==> config.mk <==
export PLATFORM = sky130hd
export DESIGN_NAME = i2s_tone_gen_flat
export DESIGN_NICKNAME = d
export VERILOG_FILES = /design/src/rtl/i2s_pkg.sv /design/src/rtl/i2s_tone_gen_if.sv /design/src/rtl/sine_rom.sv /design/src/rtl/i2s_tone_gen.sv /design/src/flat_wrapper.sv
export SDC_FILE = /design/constraint.sdc
export NUM_CORES = 1
export LEC_CHECK = 0
export ABC_AREA = 1
export BUFFER_PORTS_ARGS = -buffer_cell sky130_fd_sc_hd__buf_4
export CORE_MARGIN = 2
export CORE_UTILIZATION = 45
export CTS_CLUSTER_DIAMETER = 30
export DETAILED_ROUTE_END_ITERATION = 16
export PLACE_DENSITY = 0.71
export SLEW_MARGIN = 15
export SYNTH_ARGS = -nofsm -noshare
export SYNTH_HDL_FRONTEND = slang
export SYNTH_SLANG_ARGS = --single-unit
==> constraint.sdc <==
create_clock -name clk -period 2.37 [get_ports clk]
set_input_delay 0 -clock clk [delete_from_list [all_inputs] [get_ports clk]]
set_output_delay 0 -clock clk [all_outputs]
set_load 0.02 [all_outputs]
==> src/rtl/i2s_pkg.sv <==
// Shared types for the I2S tone generator: default sample width, the
// request FSM states and the sine quadrant encoding.
package i2s_pkg;

  localparam int I2S_DATA_BIT = 16;

  typedef enum logic [2:0] {
    ST_IDLE  = 3'd0,
    ST_ADDR  = 3'd1,
    ST_READ  = 3'd2,
    ST_SCALE = 3'd3,
    ST_WRITE = 3'd4
  } state_t;

  // Bit 0 set: descending half of the quarter (mirror the ROM index).
  // Bit 1 set: negative half-cycle (negate the ROM value).
  typedef enum logic [1:0] {
    Q_RISE     = 2'd0,
    Q_FALL     = 2'd1,
    Q_NEG_RISE = 2'd2,
    Q_NEG_FALL = 2'd3
  } quad_t;

endpackage

==> src/rtl/i2s_tone_gen_if.sv <==
// Request/sample bundle between the tone generator and the I2S CDC write side.
interface i2s_tone_gen_if #(
  parameter int DATA_BIT  = i2s_pkg::I2S_DATA_BIT,
  parameter int PHASE_BIT = 24
);
  logic                       enable;
  logic [PHASE_BIT-1:0]       phase_inc;
  logic [3:0]                 vol_l;
  logic [3:0]                 vol_r;
  logic                       wr_ready;
  logic signed [DATA_BIT-1:0] audio_l;
  logic signed [DATA_BIT-1:0] audio_r;
  logic                       wr_en;
  logic                       busy;
  logic [7:0]                 missed_cnt;

  modport master (
    input  enable, phase_inc, vol_l, vol_r, wr_ready,
    output audio_l, audio_r, wr_en, busy, missed_cnt
  );

  modport slave (
    output enable, phase_inc, vol_l, vol_r, wr_ready,
    input  audio_l, audio_r, wr_en, busy, missed_cnt
  );
endinterface

==> src/rtl/sine_rom.sv <==
// Quarter-wave sine ROM with synchronous read; entries are sampled at
// bin centres so every value is strictly positive.
module sine_rom #(
  parameter int LUT_BIT  = 8,
  parameter int DATA_BIT = 16
) (
  input  logic                clk,
  input  logic [LUT_BIT-1:0]  addr,
  output logic [DATA_BIT-1:0] data
);

  localparam int DEPTH = 1 << LUT_BIT;

  // Elaboration-time Taylor series keeps the table free of tool math calls.
  function automatic logic [DATA_BIT-1:0] rom_value(input int i);
    real x;
    real term;
    real acc;
    real amp;
    x    = 1.5707963267948966 * (real'(i) + 0.5) / real'(DEPTH);
    term = x;
    acc  = x;
    for (int k = 1; k < 12; k++) begin
      term = -term * x * x / real'((2 * k) * (2 * k + 1));
      acc  = acc + term;
    end
    amp = real'((64'd1 << (DATA_BIT - 1)) - 64'd1);
    return DATA_BIT'($rtoi(amp * acc + 0.5));
  endfunction

  logic [DATA_BIT-1:0] rom_tbl [DEPTH];

  for (genvar i = 0; i < DEPTH; i++) begin : g_entry
    localparam logic [DATA_BIT-1:0] VALUE = rom_value(i);
    assign rom_tbl[i] = VALUE;
  end

  always_ff @(posedge clk) begin
    data <= rom_tbl[addr];
  end

endmodule

==> src/rtl/i2s_tone_gen.sv <==
// Sine tone generator answering one-cycle sample requests from the I2S CDC
// stage with a volume-scaled stereo sample and a single write strobe.
module i2s_tone_gen
  import i2s_pkg::*;
#(
  parameter int DATA_BIT  = I2S_DATA_BIT,
  parameter int PHASE_BIT = 24,
  parameter int LUT_BIT   = 8
) (
  input logic            clk,
  input logic            reset,
  i2s_tone_gen_if.master bus
);

  state_t                     state;
  logic [PHASE_BIT-1:0]       phase;
  logic [PHASE_BIT-1:0]       inc_cap;
  logic [3:0]                 vol_l_cap;
  logic [3:0]                 vol_r_cap;
  logic                       en_cap;
  quad_t                      quad_p0;
  logic [LUT_BIT-1:0]         addr_p0;
  logic [DATA_BIT-1:0]        rom_p1;
  logic signed [DATA_BIT-1:0] raw_p1;
  logic signed [DATA_BIT-1:0] audio_l;
  logic signed [DATA_BIT-1:0] audio_r;
  logic                       wr_en;
  logic                       busy;
  logic [7:0]                 missed_cnt;
  quad_t                      quad_cur;
  logic [LUT_BIT-1:0]         idx_cur;

  function automatic logic signed [DATA_BIT-1:0] attenuate(
    input logic signed [DATA_BIT-1:0] x,
    input logic [3:0]                 sh
  );
    return x >>> sh;
  endfunction

  function automatic logic [7:0] sat_inc(input logic [7:0] x);
    return (x == 8'hFF) ? x : x + 8'd1;
  endfunction

  assign quad_cur = quad_t'(phase[PHASE_BIT-1 -: 2]);
  assign idx_cur  = phase[PHASE_BIT-3 -: LUT_BIT];

  sine_rom #(
    .LUT_BIT  (LUT_BIT),
    .DATA_BIT (DATA_BIT)
  ) u_rom (
    .clk  (clk),
    .addr (addr_p0),
    .data (rom_p1)
  );

  // ROM magnitude is at most 2^(DATA_BIT-1)-1, so negation cannot overflow.
  assign raw_p1 = quad_p0[1] ? -$signed(rom_p1) : $signed(rom_p1);

  always_ff @(posedge clk) begin
    if (reset) begin
      state      <= ST_IDLE;
      phase      <= '0;
      inc_cap    <= '0;
      vol_l_cap  <= '0;
      vol_r_cap  <= '0;
      en_cap     <= 1'b0;
      quad_p0    <= Q_RISE;
      addr_p0    <= '0;
      audio_l    <= '0;
      audio_r    <= '0;
      wr_en      <= 1'b0;
      busy       <= 1'b0;
      missed_cnt <= '0;
    end else begin
      wr_en <= 1'b0;
      if (bus.wr_ready && state != ST_IDLE) begin
        missed_cnt <= sat_inc(missed_cnt);
      end
      unique case (state)
        ST_IDLE: begin
          if (bus.wr_ready) begin
            inc_cap   <= bus.phase_inc;
            vol_l_cap <= bus.vol_l;
            vol_r_cap <= bus.vol_r;
            en_cap    <= bus.enable;
            busy      <= 1'b1;
            state     <= ST_ADDR;
          end
        end
        // p0: quadrant decode and mirrored ROM address
        ST_ADDR: begin
          quad_p0 <= quad_cur;
          addr_p0 <= quad_cur[0] ? ~idx_cur : idx_cur;
          state   <= ST_READ;
        end
        // p1: ROM output registers inside sine_rom
        ST_READ: begin
          state <= ST_SCALE;
        end
        // p2: sign, attenuation and output registers
        ST_SCALE: begin
          if (en_cap) begin
            audio_l <= attenuate(raw_p1, vol_l_cap);
            audio_r <= attenuate(raw_p1, vol_r_cap);
          end else begin
            audio_l <= '0;
            audio_r <= '0;
          end
          wr_en <= 1'b1;
          state <= ST_WRITE;
        end
        ST_WRITE: begin
          phase <= en_cap ? phase + inc_cap : '0;
          busy  <= 1'b0;
          state <= ST_IDLE;
        end
        default: begin
          busy  <= 1'b0;
          state <= ST_IDLE;
        end
      endcase
    end
  end

  assign bus.audio_l    = audio_l;
  assign bus.audio_r    = audio_r;
  assign bus.wr_en      = wr_en;
  assign bus.busy       = busy;
  assign bus.missed_cnt = missed_cnt;

endmodule

==> src/flat_wrapper.sv <==
// flat-port wrapper written by rule: the top's interface ports become plain ports
module i2s_tone_gen_flat import i2s_pkg::*;
#(
  parameter int DATA_BIT  = I2S_DATA_BIT,
  parameter int PHASE_BIT = 24,
  parameter int LUT_BIT   = 8
)
  (clk, reset, bus_enable, bus_phase_inc, bus_vol_l, bus_vol_r, bus_wr_ready, bus_audio_l, bus_audio_r, bus_wr_en, bus_busy, bus_missed_cnt);
  i2s_tone_gen_if #(.DATA_BIT(DATA_BIT), .PHASE_BIT(PHASE_BIT)) bus_i ();
  input logic clk;
  input logic reset;
  input wire logic [$bits(bus_i.enable)-1:0] bus_enable;
  input wire logic [$bits(bus_i.phase_inc)-1:0] bus_phase_inc;
  input wire logic [$bits(bus_i.vol_l)-1:0] bus_vol_l;
  input wire logic [$bits(bus_i.vol_r)-1:0] bus_vol_r;
  input wire logic [$bits(bus_i.wr_ready)-1:0] bus_wr_ready;
  output wire logic [$bits(bus_i.audio_l)-1:0] bus_audio_l;
  output wire logic [$bits(bus_i.audio_r)-1:0] bus_audio_r;
  output wire logic [$bits(bus_i.wr_en)-1:0] bus_wr_en;
  output wire logic [$bits(bus_i.busy)-1:0] bus_busy;
  output wire logic [$bits(bus_i.missed_cnt)-1:0] bus_missed_cnt;
  assign bus_i.enable = bus_enable;
  assign bus_i.phase_inc = bus_phase_inc;
  assign bus_i.vol_l = bus_vol_l;
  assign bus_i.vol_r = bus_vol_r;
  assign bus_i.wr_ready = bus_wr_ready;
  assign bus_audio_l = bus_i.audio_l;
  assign bus_audio_r = bus_i.audio_r;
  assign bus_wr_en = bus_i.wr_en;
  assign bus_busy = bus_i.busy;
  assign bus_missed_cnt = bus_i.missed_cnt;
  i2s_tone_gen #(.DATA_BIT(DATA_BIT), .PHASE_BIT(PHASE_BIT), .LUT_BIT(LUT_BIT)) u_core (.clk(clk), .reset(reset), .bus(bus_i));
endmodule
==> qor.csv <==
stage;metric;value;unit
outcome;outcome;finished clean;
floorplanning;I/O pins;78;
clock_network;CTS buffer count;17;
global_routing;total track usage;37.4;%
detailed_routing;first drt pass iteration count;7;
clock_network;Clk pin slew, worst setup/hold paths;0.07;ns
timing;Max Slew Vio Count;0;
place;Post-Place Cells;2125;
setup_path;crit-path leading delay family;compound AO/OA/AOI/OAI gates;
logic_synthesis;top_reg_cell synth;dfxtp_1;
cells_and_area;Area Overhead vs Synth;25.1;%
detailed_routing;Routed WL;45800;um
setup_path;R2R cell count;9;
logic_synthesis;Synth async-reset ratio;0;%
global_routing;first-pass GRT wire length;70100;um
cells_and_area;layout cells sized above 1;15.0;%
power_and_ir_drop;Power, Total;9.93;mW
detailed_routing;number of DRC markers in iteration 0;1743;
place;pre-CTS setup slack;-0.0572;ns
clock_network;worst-skew pair later-pin latency;0.42;ns
global_routing;gr ovfl total;0;
cells_and_area;Finished Cell Area;0.0129;mm^2
global_routing;initial antenna violation count;2;
clock_network;clock sinks;125;
setup_path;crit start category;flop;
timing;Fmax;0.434;GHz
setup_path;Crit path buffers/inverters;2;
clock_network;Post-CTS Setup Inserts;0;
floorplanning;Die Footprint;0.0241;mm^2
detailed_routing;drt wl/cell;20.9;um
logic_synthesis;Yosys reg bits;125;
timing;worst-case clock skew;0.0149;ns
setup_path;Critical Path AT;2.66;ns
floorplanning;Cell Rows;55;
logic_synthesis;Yosys warnings;0;
setup_path;CP Class;flop to flop;
worst_hold_path;hold depth;3;
timing;RSZ-0062 raised after global routing;true;
timing;Worst slew margin;46.9;%
logic_synthesis;EDFF count, synth;0;
logic_synthesis;Cell variety after synth;52;
detailed_routing;# DRC;0;
flow_run;Max Cap Violations;0;
place;port bufs;77;
setup_path;CP max-delay cell;o31ai_1;
timing;Worst-Margin Slew;0.794;ns
setup_path;Crit Path Max Fanout;9;
logic_synthesis;top cell type's share of synthesized area;24.3;%
logic_synthesis;sequential fraction of the synthesis area;24.3;%
global_routing;vias in the first global route;12416;
floorplanning;Die W;155;um
timing;Worst Slack Setup Final;0.0673;ns
setup_path;crit-path max cell delay;0.39;ns
place;placed cell area;0.0119;mm^2
clock_network;clk buf depth;2;
cells_and_area;nets;1972;
timing;post-route minimum period;2.30;ns
logic_synthesis;Synth area leader;dfxtp_1;
global_routing;largest net degree at the start of global routing;59;
place;Routability Congestion;1.14;
detailed_routing;antenna-violating nets left;0;
timing;Final Hold Viols;0;
floorplanning;area of the core;0.0226;mm^2
logic_synthesis;Syn Std Cell Area;0.0103;mm^2
logic_synthesis;Synth Net Count;1805;
power_and_ir_drop;PwrDens;770;mW/mm^2
logic_synthesis;Syn Inst Count;1726;
setup_path;WP depth;9;
timing;Tcrit/Tclk final;97.2;%
power_and_ir_drop;worst vdd ir;0.543;mV
place;post-DP HPWL;34200;um
setup_path;Worst Path Required;2.73;ns
setup_path;crit end category;flop;
floorplanning;Starting Density;45.7;%
detailed_routing;DR vias;13563;
logic_synthesis;top cells by area, synth;dfxtp_1 (24%), nand2_1 (17%), a21oi_1 (9.2%);
timing;Setup Viol. Count Final;0;
cells_and_area;non-filler cells, final;2192;
detailed_routing;vias per std cell;6.19;
logic_synthesis;Synth Area per Inst;5.97;um^2
clock_network;htree depth;4;
clock_network;CTS tree;done;
power_and_ir_drop;Pleak;5.87;nW
floorplanning;Die Ht;155;um
setup_path;critical-path cell list;buf_4, ha_1, nor2_1, o31ai_1, o21ai_1, o211ai_1, o311ai_2, buf_4, o21ai_1;
clock_network;Clock Tree Root;clkbuf_16;
worst_hold_path;Worst Hold Class;input pin to flop;
## path summary, 6_finish.rpt
path | end | start | slack, ns
max | u_core.u_rom.data[8] | u_core.addr_p0[1] | 0.07
min | u_core.phase[11] | reset | 0.20
max reg2reg | u_core.u_rom.data[8] | u_core.addr_p0[1] | 0.07
min reg2reg | u_core.inc_cap[7] | u_core.inc_cap[7] | 0.45
## cell usage after synthesis, drive strengths merged (5+ instances only)
cell type	number
nand2	481
a21oi	189
o21ai	171
nand3	167
inv	147
dfxtp	125
nor2	122
clkbuf	52
ha	42
buf	38
o211ai	29
nand4	16
a31oi	15
o221ai	12
o22ai	12
or2	11
xor2	11
nor3	10
o311ai	8
o31ai	7
a22oi	5
clkinv	5
nand3b	5
nor4	5
o2111ai	5
## placed cells by master, fill, tap and decap left out, types with 5 or more instances in the layout
cell type        n
o21ai_0        141
nand2_2          6
buf_12           7
o21ai_1         30
nand2_1        475
dlygate4sd3_1   34
o2111ai_1        5
buf_4          197
inv_1          133
a31oi_1         15
nand3b_1         5
nor4_1           5
dfxtp_1        123
o311ai_1         6
o22ai_1         12
o211ai_1        29
nand4_1         16
ha_1            41
nor3_1          10
nand3_1        166
nor2_1         112
nor2_2           9
a22oi_1          5
clkinv_1         5
o31ai_1          7
clkbuf_16       17
o221ai_1        12
inv_2           14
a21oi_1        187
xor2_1          11
or2_2           10
## power breakdown
part | switching [mW] | internal, mW
Sequential | 0.240 | 2.32
Combinational | 3.15 | 1.55
Clock | 1.10 | 1.57
Total | 4.49 | 5.44
## state kept, by name, summed over array words and instances, names as in the netlist, 8 cells and up
register,cells
u_core.inc_cap,24
u_core.phase,24
u_core.bus.audio_r,16
u_core.bus.audio_l,15
u_core.u_rom.data,15
u_core.addr_p0,8
u_core.bus.missed_cnt,8
## layout make-up
type	instances	area [um^2]
clock buffers	18	429
clock inverters	14	158
well taps	285	357
multi-input cells	1359	6910
repair buffers	238	1960
flip-flops and latches	125	2500
diodes	1	2.50
inverters	152	571
fillers	2193	9680
## routing by layer
| layer | routed length [um] | up-vias | track usage [%] |
|---|---|---|---|
| li1 | - | 6237 | - |
| met1 | 18700 | 6202 | 50.8 |
| met2 | 19000 | 968 | 55.1 |
| met3 | 6320 | 154 | 13.1 |
| met4 | 1740 | 2 | 12.5 |
| met5 | 8 | - | 0 |
## through the flow
step / hold WS (ns) / utilization (%) / setup TNS [ns]
3_3_place_gp: 0.279 / 52.8 / -0.389
2_1_floorplan: 0.175 / - / 0
3_5_place_dp: 0.284 / 52.8 / -0.110
4_1_cts: 0.207 / 56.9 / 0
6_report: 0.200 / 57.1 / 0
5_1_grt: 0.248 / 57.1 / -0.0257
## kinds of logic after synthesis
| kind of cell | count (synthesis) | share of synthesized area [%] |
|---|---|---|
| flip-flops | 125 | 24.3 |
| buffers and inverters | 242 | 9.25 |
| XOR/XNOR | 12 | 1.02 |
| AND/OR/NAND/NOR | 820 | 33.4 |
| adder cells (fa/ha/maj) | 43 | 5.29 |
| AO/OA/AOI/OAI | 484 | 26.7 |
## timing repair
action | CTS | global route
setup endpoints to repair | 2 | 14
hold buffers | 34 | 0
gates resized for setup | 2 | 14
hold endpoints to repair | 34 | 0
## worst reg2reg max path: stages (launching register included)
cell and delay (ns):
dfxtp_1 0.37, buf_4 0.25, ha_1 0.30, nor2_1 0.09, o31ai_1 0.39, o21ai_1 0.20, o211ai_1 0.27, o311ai_2 0.16
buf_4 0.16, o21ai_1 0.05
(Power assumes the default switching activity.)
